`config.mk`:
```
export PLATFORM = sky130hd
export DESIGN_NAME = mem_bus_arbiter
export DESIGN_NICKNAME = d
export VERILOG_FILES = /design/src/rtl/mem_bus_arbiter.sv
export SDC_FILE = /design/constraint.sdc
export NUM_CORES = 1
export LEC_CHECK = 0
export BUFFER_PORTS_ARGS = -buffer_cell sky130_fd_sc_hd__buf_2
export CAP_MARGIN = 20
export CORE_MARGIN = 10
export CORE_UTILIZATION = 48
export CTS_BUF_LIST = sky130_fd_sc_hd__clkbuf_8
export DETAILED_ROUTE_END_ITERATION = 10
export GPL_ROUTABILITY_DRIVEN = 0
export GPL_TIMING_DRIVEN = 1
export PLACE_DENSITY = 0.86
export SETUP_SLACK_MARGIN = 0.3
export SLEW_MARGIN = 40
export SYNTH_ARGS = -nofsm -noshare
export SYNTH_HDL_FRONTEND = slang
export SYNTH_SLANG_ARGS = --single-unit
```
`constraint.sdc`:
```
create_clock -name clk -period 2.14 [get_ports clk]
set_clock_uncertainty 0.2 [all_clocks]
set_input_delay 0 -clock clk [delete_from_list [all_inputs] [get_ports clk]]
set_output_delay 0 -clock clk [all_outputs]
set_load 0.005 [all_outputs]
```
`src/rtl/mem_bus_arbiter.sv`:
```
`default_nettype none
// ============================================================================
//  Module      : mem_bus_arbiter
//  Description : Shares one external memory bus between the CPU fetch port and
//                the data port. Data wins by default. After STARVE_MAX data
//                grants in a row while a fetch is waiting, the fetch is served.
//  Revision    : 1.0  initial release
// ============================================================================
module mem_bus_arbiter #(
  parameter int ADDR_W     = 32,
  parameter int STARVE_MAX = 4
) (
  input  logic              clk,
  input  logic              reset,
  input  logic              i_req,
  input  logic [31:0]       i_addr,
  output logic [31:0]       i_q,
  output logic              i_done,
  input  logic              d_re,
  input  logic              d_we,
  input  logic [31:0]       d_addr,
  input  logic [31:0]       d_data,
  output logic [31:0]       d_q,
  output logic              d_done,
  output logic [ADDR_W-1:0] bus_addr,
  output logic [31:0]       bus_data,
  output logic              bus_we,
  output logic              bus_start,
  input  logic [31:0]       bus_q,
  input  logic              bus_done,
  output logic [1:0]        grant
);

  localparam logic [3:0] STARVE_LIM  = 4'(STARVE_MAX);
  localparam logic [1:0] GRANT_NONE  = 2'b00;
  localparam logic [1:0] GRANT_FETCH = 2'b01;
  localparam logic [1:0] GRANT_DATA  = 2'b10;

  typedef enum logic [1:0] {
    IDLE  = 2'd0,
    START = 2'd1,
    WAIT  = 2'd2,
    DONE  = 2'd3
  } state_t;

  state_t     state;
  state_t     state_next;
  logic [3:0] starve_cnt;
  logic       dreq;
  logic       fetch_starved;
  logic       take_data;
  logic       take_fetch;

  // Arbitration decision; only acted upon while IDLE.
  always_comb begin
    dreq          = d_re | d_we;
    fetch_starved = i_req && (starve_cnt == STARVE_LIM);
    take_data     = dreq && !fetch_starved;
    take_fetch    = !take_data && i_req;
  end

  // State register.
  always_ff @(posedge clk or negedge reset) begin
    if (!reset) begin
      state <= IDLE;
    end else begin
      state <= state_next;
    end
  end

  // Next-state logic; bus_done only matters while waiting on memory.
  always_comb begin
    state_next = state;
    case (state)
      IDLE:    if (take_data || take_fetch) state_next = START;
      START:   state_next = WAIT;
      WAIT:    if (bus_done) state_next = DONE;
      DONE:    state_next = IDLE;
      default: state_next = IDLE;
    endcase
  end

  // Pulses decoded straight from the state so reset clears them at once.
  assign bus_start = (state == START);
  assign i_done    = (state == DONE) && (grant == GRANT_FETCH);
  assign d_done    = (state == DONE) && (grant == GRANT_DATA);

  // Starvation counter: counts data grants that overtake a waiting fetch.
  always_ff @(posedge clk or negedge reset) begin
    if (!reset) begin
      starve_cnt <= 4'd0;
    end else if (state == IDLE) begin
      if (!i_req || take_fetch) begin
        starve_cnt <= 4'd0;
      end else if (take_data && (starve_cnt != STARVE_LIM)) begin
        starve_cnt <= starve_cnt + 4'd1;
      end
    end
  end

  // Transfer latches and read-data capture.
  always_ff @(posedge clk or negedge reset) begin
    if (!reset) begin
      bus_addr <= '0;
      bus_data <= 32'd0;
      bus_we   <= 1'b0;
      grant    <= GRANT_NONE;
      i_q      <= 32'd0;
      d_q      <= 32'd0;
    end else begin
      case (state)
        IDLE: begin
          if (take_data) begin
            bus_addr <= d_addr[ADDR_W-1:0];
            bus_data <= d_data;
            // A combined read+write is executed as a write.
            bus_we   <= d_we;
            grant    <= GRANT_DATA;
          end else if (take_fetch) begin
            bus_addr <= i_addr[ADDR_W-1:0];
            bus_we   <= 1'b0;
            grant    <= GRANT_FETCH;
          end
        end
        WAIT: begin
          if (bus_done) begin
            if (grant == GRANT_FETCH) begin
              i_q <= bus_q;
            end else if (!bus_we) begin
              d_q <= bus_q;
            end
          end
        end
        DONE:    grant <= GRANT_NONE;
        default: ;
      endcase
    end
  end

endmodule
`default_nettype wire

```
-- Yosys cells after proc, flatten, opt, wreduce, memory -nomap -nowiden
Cells that the tools add are included.
- add/sub/neg operators: 1
- multiplexer cells: 12
- multipliers: 0
- bitwise logic cells: 3
- eq/ne operators: 10
- order comparisons: 0
- reductions and logical operators: 22
- shift operators: 0
- divide/modulo/power cells: 0
- operators with widths (cell ; count):
    two-way mux 32 bit ; 2
    AND reduction 2 bit ; 5
    two-way mux 2 bit ; 4
    two-way mux 4 bit ; 2
    case mux 2 bit (4 select lines) ; 1
    == test 2 bit, second input constant ; 3
    logical AND 1 bit ; 6
    nonzero test 2 bit ; 3
    adder 4 x 1 -> 4 bit, second input constant ; 1
    == test 2 x 1 -> 1 bit, second input constant ; 2
    == test 4 x 3 -> 1 bit, second input constant ; 1
    != test 2 bit, second input constant ; 2
    != test 4 x 3 -> 1 bit, second input constant ; 1
    case mux 2 bit (2 select lines) ; 1
    AND reduction 4 bit ; 1
    zero test 1 bit ; 3
    != test 3 bit, second input constant ; 1
    AND reduction 3 bit ; 1
    zero test 2 bit ; 1
    logical OR 1 bit ; 2
    two-way mux 1 bit ; 2
    NOT 1 bit ; 2
    OR 1 bit ; 1
- output and inout bits: 134
- logic and storage cells: 56
- input port bits: 134
- memories kept: 0
- register bits after elaboration: 137
- bits in read-only memories: 0
- RAM bits: 0
- bits in latches: 0

-- Longest topological paths before layout
Gate-level depths: netlist (run 1).
- depth after elaboration: 9
- mapped depth: 7
- gate-level depth less buffers: 5

-- Least setup slack after synthesis (run 1)
No wires, ideal clock.
- kind: register -> register
- start: reg state[0]
- end: reg d_q[0]
- slack: 0.291 ns
- cell stages (with the launch flop): 7
- arrival time: 1.522 ns
- buffers on the path: 1
- cells stage by stage: dfrtp_1 inv_1 ha_1 nand2_1 nor3_2 buf_4 mux2_1
- cells in the longest elaborated chain, start to end: 2
- RTL lines (what ; RTL line ; source):
    start: declaration ; 46 ; state_t state;
    start signal: assignment ; 67 ; state <= state_next;
    == test 2 bit ; 111 ; case (state)
    AND reduction 4 bit (no source line) ; -- ;
    end signal: assignment ; 130 ; d_q <= bus_q;
    end: declaration ; 23 ; output logic [31:0] d_q,
No other way between the ends.
A chain may end at the register's enable or synchronous reset.

-- Worst setup path in the final report (run 1)
- start: reg starve_cnt[1]
- end: reg bus_addr[10]
- cells in the longest elaborated chain, start to end: 8
- elaborated cells between the ends (all ways): 9
- those cells by class: eq/ne: 1; mux: 1; reduce/logical: 7
- RTL lines (what ; RTL line ; source):
    start: declaration ; 48 ; logic [3:0] starve_cnt;
    start signal: assignment ; 96 ; starve_cnt <= starve_cnt + 4'd1;
    == test 4 x 3 -> 1 bit * ; 57 ; fetch_starved = i_req && (starve_cnt == STARVE_LIM);
    logical AND 1 bit * ; 57 ;
    zero test 1 bit * ; 58 ; take_data = dreq && !fetch_starved;
    logical AND 1 bit * ; 58 ;
    zero test 1 bit ; 59 ; take_fetch = !take_data && i_req;
    logical AND 1 bit ; 59 ;
    nonzero test 2 bit (no source line) ; -- ;
    AND reduction 2 bit (no source line) ; -- ;
    end signal: assignment ; 114 ; bus_addr <= d_addr[ADDR_W-1:0];
    end signal: assignment ; 120 ; bus_addr <= i_addr[ADDR_W-1:0];
    end: declaration ; 25 ; output logic [ADDR_W-1:0] bus_addr,
Every way passes the cells marked *; elsewhere a longest branch is shown, timed or not.

==> results of run 1 <==
flip-flops by register name, summed over array words and instances, names as in the netlist:
register,count
d_q,32
i_q,32
grant,2
bus_we,1
bus_addr,32
state,2
starve_cnt,4
bus_data,32
cell usage in the layout, fill, tap and decap left out, drive strengths merged, types with 4 or more instances in the layout:
master	synthesis	layout
nand3	37	37
o21ai	39	39
dlygate4sd3	0	134
mux2	98	98
dfrtp	137	137
diode	0	4
clkbuf	12	30
inv	8	10
nor2	35	35
buf	18	296
ha	7	7
a31oi	32	32
nand2	4	4
per-layer routing:
metal / wire length, um / track usage / up-vias
li1: - / - / 2446
met1: 8319 / 0.2741 / 2798
met2: 12670 / 0.4665 / 486
met3: 2612 / 0.1043 / 129
met4: 1314 / 0.1508 / 0
met5: 0 / 0 / -
what timing repair did:
action / in CTS / in global routing
gates cloned: 3 / 7
pin swaps: 1 / 5
hold buffers: 134 / 0
endpoints found under the setup margin: 73 / 94
hold endpoints to repair: 274 / 0
gates resized for setup: 20 / 32
setup buffers: 7 / 5
worst min-delay path by stage:
stage | slack, ps | to | start | cells after the start
global placement | -260 | bus_addr[25]$_DFFE_PN0P_ | reset | 1
CTS | 3 | i_q[19]$_DFFE_PN0P_ | bus_done | 4
finish | 50 | i_q[23]$_DFFE_PN0P_ | bus_done | 4
global route | 60 | i_q[24]$_DFFE_PN0P_ | bus_done | 4
floorplan | -500 | bus_addr[0]$_DFFE_PN0P_ | reset | 0
detailed placement | -250 | bus_addr[27]$_DFFE_PN0P_ | reset | 1
worst max-delay path, stage by stage, from the launching register on:
cell and delay [ps]:
dfrtp_1 420, inv_2 110, ha_4 160, and4b_4 330, clkbuf_16 210, o21ai_1 80
a31oi_1 370
area by class of cell:
class,instances,area (sq um),area share
Antenna cell,4,10.01,0.001038
Clock inverter,8,70.07,0.007263
Inverter,8,30.03,0.003113
Sequential cell,137,3430,0.3555
Clock buffer,23,316.6,0.03281
Multi-Input combinational cell,269,2376,0.2463
Timing Repair Buffer,437,3231,0.3349
Tap cell,147,183.9,0.01907
report_power, final:
group	internal (W)	total [W]	switching (W)
sequential	0.00381	0.00466	0.000855
combinational	0.00312	0.00573	0.00261
clock	0.00109	0.00205	0.000963
total	0.00802	0.0124	0.00443
kinds of logic (layout without fill, tap and decap cells):
group,after synthesis,in the layout
DFF,137,137
muxes,99,99
and+or+nand+nor,86,86
AOI/OAI and AO/OA,77,77
buffers and inverters,38,476
adders and majority gates,7,7
other,0,4
metrics by stage:
step / setup WS [ps] / total power, W / area (sq um) / hold slack [ps]
final: 113.3 / 0.01244 / 9647 / 47.59
after global routing: 117.2 / 0.01306 / 9642 / 60.01
after CTS: 250.0 / 0.01145 / 9299 / 2.531
after detailed placement: 180.8 / 0.008869 / 7366 / -252.7
after global placement: 280.2 / 0.008602 / 7366 / -258.1
after floorplan: 335.3 / 0.006756 / 5819 / -495.6
==> results.md, run 1 <==
- Fillers: 634
- Worst-margin pin slew: about 430 ps
- Post-Synth Simple-Gate Area: 0.07619
- Largest family of logic cells by synthesized area: multiplexers
- Setup CP Type: flip-flop to flip-flop
- Layout net count: 1011
- Core area: 11910 sq um
- Chip width: 130.1 um
- Die Ht: 130.1 um
- Cell leakage power: 4.824 nW
- DR pass1 iterations: 7
- Vias in the first global route: 6277
- Initial Utilization: 0.4880
- Synth cell count leaders: dfrtp_1, mux2_1, nand3_1
- DIE AREA: 16910 sq um
- Startpoint Class: flip-flop
- Post-layout util: 0.8099
- Tmin final: 2027 ps
- Largest net degree at the start of global routing: 63
- Proportion of layout cells with a drive suffix above 1: 0.4592
- Critical Path AT: 2130 ps
- Top_reg_cell synth: dfrtp_1
- Initial antenna violation count: 2
- Complex-gate fraction of the synthesized area: 0.07533
- Finished Layout Cells: between 1k and 1.5k
- Final slew viol count: 0
- Synthesized instance count: 444
- Power per cell area: 1290 nW/um^2
- VDD IR max: a little under 700 uV
- Synth Area in XOR/XNOR: 0
- CTS root buf: clkbuf_8
- Register-to-Register Path Depth: 6
- Starting DRT DRC Count: 619
- Ys Warns: 0
- Syn_area_per_cell: 13.09 sq um
- Max frequency: 493.4 MHz
- # DRC: 0
- Multiplexer fraction of the synthesized cell area: 0.2103
- Dominant cell type by area after synthesis: dfrtp_1
- Top cell type's share of synthesized area: 0.5898
- Setup violators final: 0
- Crit end category: flip-flop
- Final ANT Viol Nets: 0
- Setup slack, reg-to-reg: 110 ps
- Class of the worst hold path: input pin to flip-flop
- CTS tree: built
- Fin Setup TNS: 0 ps
- Total wire length: 24920 um
- Count leader, synth: dfrtp_1
- Via count: 5859
- IO Pins: 268
- Period utilization: 0.9471
- First-pass GRT wire length: 35220 um
- Syn nets: roughly 590
- Unique masters post-synth: 31
- Clk Latency, worst-skew pair: 430 ps
- RSZ-0062 raised after global routing: yes
- Adder and majority gate portion of the synthesized area: 0.01507
- IO buf count: between 200 and 300
- Count of final hold-check violations: 0
- Worst r2r src: starve_cnt[1]$_DFFE_PN0P_
- Dpl hpwl: 13000 um
- Mapped Area: just under 6000 sq um
- Seq cells post-synth: 137
- Area delta synth->final: 65.95%
- Gr ovfl total: 0
- H-tree levels: 4
- Post-synth EDFFs: 0
- Seq/Total Area, Yosys: 0.5898
- Synth area leaders: dfrtp_1, mux2_1, mux2_4
- Placed Cells: around 840
- Worst slew margin: 0.7082
- DR WL/cell: 24.12 um
- Num rows: 40
- Max Cap Viol: 0
- Num CTS Buffers: 17
- Endpoint of the worst-slack reg-to-reg timing path: bus_addr[10]$_DFFE_PN0P_
- Total Routing Usage GR: 0.2698
- Via density: 5.672
- Sink Count: 137
- CP required: 2240 ps
- CP max FO: 16
- Status: finished clean
- FFs w/ async S/R, synth: 1.000
- CP startpoint: starve_cnt[1]$_DFFE_PN0P_
- CP endpoint: bus_addr[10]$_DFFE_PN0P_
- CTS Buffer Depth: 2
- Clock slew at reported path FFs: 80 ps
(Power assumes the default switching activity.)
==> inputs of run 2 (changes only) <==
- CORE_ASPECT_RATIO: not set -> 1.5
==> run 2 against run 1 <==
Against the previous run: clock power increased by 11%; non-clock buffer count decreased by 2; sequential cell count unchanged; wire length increased by 14%; die area increased by 0.53%; largest power group unchanged.
==> results.md, run 2 (synthesis results as in run 1) <==
- Startpoint Class: flip-flop
- DIE AREA: 17000 sq um (+0.53%)
- CTS tree: built
- Clock slew at reported path FFs: 90 ps (about the same)
- Final ANT Viol Nets: 0 (unchanged)
- Die Ht: 154.8 um (+19%)
- Gr ovfl total: 0 (unchanged)
- Worst slew margin: 0.7024 (-0.005848)
- CTS Buffer Depth: 2 (unchanged)
- Setup CP Type: flip-flop to flip-flop
- Initial antenna violation count: 3 (+1)
- Via count: 6239 (+6.5%)
- First-pass GRT wire length: 37540 um (+6.6%)
- Fillers: 579 (-8.7%)
- Max Cap Viol: 0 (unchanged)
- CTS root buf: clkbuf_8
- Layout net count: 1009 (-0.20%)
- Sink Count: 137 (unchanged)
- Via density: 6.016 (+6.1%)
- Count of final hold-check violations: 0 (unchanged)
- CP required: 2240 ps (about the same)
- Cell leakage power: 4.836 nW (+0.25%)
- Total Routing Usage GR: 0.2878 (+0.01806)
- Final instance area: 9727 sq um (+0.83%)
- DR WL/cell: 27.33 um (+13%)
- Placed Area: 7360 sq um (about the same)
- Vias in the first global route: 6605 (+5.2%)
- Total wire length: 28340 um (+14%)
- Num rows: 49 (+23%)
- # DRC: 0 (unchanged)
- CP max FO: 16 (unchanged)
- Largest net degree at the start of global routing: 86 (+37%)
- IO buf count: 267 (unchanged)
- Dpl hpwl: 13520 um (+4.0%)
- DR pass1 iterations: 8 (+1)
- Initial Utilization: 0.4862 (-0.001788)
- Crit end category: flip-flop
- Chip width: 109.9 um (-16%)
- Status: finished clean
- Class of the worst hold path: input pin to flip-flop
- Fin Setup TNS: 0 ps (unchanged)
- Final slew viol count: 0 (unchanged)
- Num CTS Buffers: 17 (unchanged)
- Max frequency: 476.9 MHz (-3.3%)
- Most common cell after layout, fill and taps aside: buf_2
- VDD IR max: 801.0 uV (+19%)
- RSZ-0062 raised after global routing: yes
- Period utilization: 0.9799 (+0.03278)
- Register-to-Register Path Depth: 6 (unchanged)
- Most frequent cells in the layout: buf_2, dfrtp_1, dlygate4sd3_1
- Proportion of layout cells with a drive suffix above 1: 0.4563 (-0.002884)
- Worst-margin pin slew: 446.4 ps (+11.69 ps)
- IO Pins: 268 (unchanged)
- H-tree levels: 4 (unchanged)
- Cells on Worst Hold Path: 3 (-1)
- Power per cell area: 1353 nW/um^2 (+4.9%)
- Starting DRT DRC Count: 549 (-11%)
- Tmin final: 2097 ps (+70.15 ps)
- Critical Path AT: 2200 ps (+70 ps)
- Clk Latency, worst-skew pair: 430 ps (about the same)
- Setup violators final: 0 (unchanged)
- Area delta synth->final: 67.33%
- Core area: 11960 sq um (+0.37%)
==> run 2: worst paths after layout <==
check,startpoint,to,slack (ps)
setup / recovery,starve_cnt[0]$_DFFE_PN0P_,bus_addr[28]$_DFFE_PN0P_,40
hold / removal,d_data[9],bus_data[9]$_DFFE_PN0P_,140
setup reg to reg,starve_cnt[0]$_DFFE_PN0P_,bus_addr[28]$_DFFE_PN0P_,40
hold reg to reg,i_q[1]$_DFFE_PN0P_,i_q[1]$_DFFE_PN0P_,290
max in group asynchronous,reset,bus_data[8]$_DFFE_PN0P_,730
min in group asynchronous,reset,bus_addr[9]$_DFFE_PN0P_,550
==> run 2: where the power goes <==
group	leakage, nW	switching (W)	internal, W
clock network	0.216	0.00106	0.00121
registers	1.65	0.000907	0.00380
logic	2.97	0.00298	0.00320
==> run 2: critical path, stage by stage, from the launching register on <==
cell and delay, ps:
dfrtp_1 450, inv_2 110, ha_4 160, and4b_4 350, clkbuf_16 220, o21ai_1 110, a31oi_1 360
==> run 2: stage by stage <==
stage	setup slack [ps]	power, W	cells	hold slack (ps)	util
finish	43.11	0.01316	1037	140.9	0.8136
CTS	269.1	0.01163	1021	104.7	0.7794
floorplan	335.3	0.006756	444	-495.6	-
detailed placement	145.2	0.008895	846	-242.5	0.6156
global placement	256.7	0.008592	846	-251.4	0.6156
global route	31.98	0.01365	1037	134.3	0.8136
==> run 2: layer usage <==
metal | track usage | wire length, um
met1 | 0.2931 | 8519
met2 | 0.4769 | 13500
met3 | 0.1165 | 3826
met4 | 0.1716 | 2493
met5 | 0 | 0
==> run 2: cell type report <==
type,instances,area (sq um),share of cell area
inverter,8,30.03,0.003087
multi-input combinational,269,2372,0.2439
timing repair buffer,435,3282,0.3374
antenna,3,7.507,0.0007718
sequential,137,3430,0.3526
clock inverter,13,152.6,0.01569
clock buffer,19,261.5,0.02688
tap,153,191.4,0.01968
==> run 2: repair_timing <==
| item | 4_1_cts | 5_1_grt |
|---|---|---|
| pin swaps | 2 | 11 |
| resized for setup | 12 | 36 |
| setup endpoints to repair | 57 | 102 |
| hold buffers | 135 | 0 |
| cloned | 3 | 10 |
| buffers inserted | 5 | 3 |
| endpoints found under the hold margin | 274 | 0 |
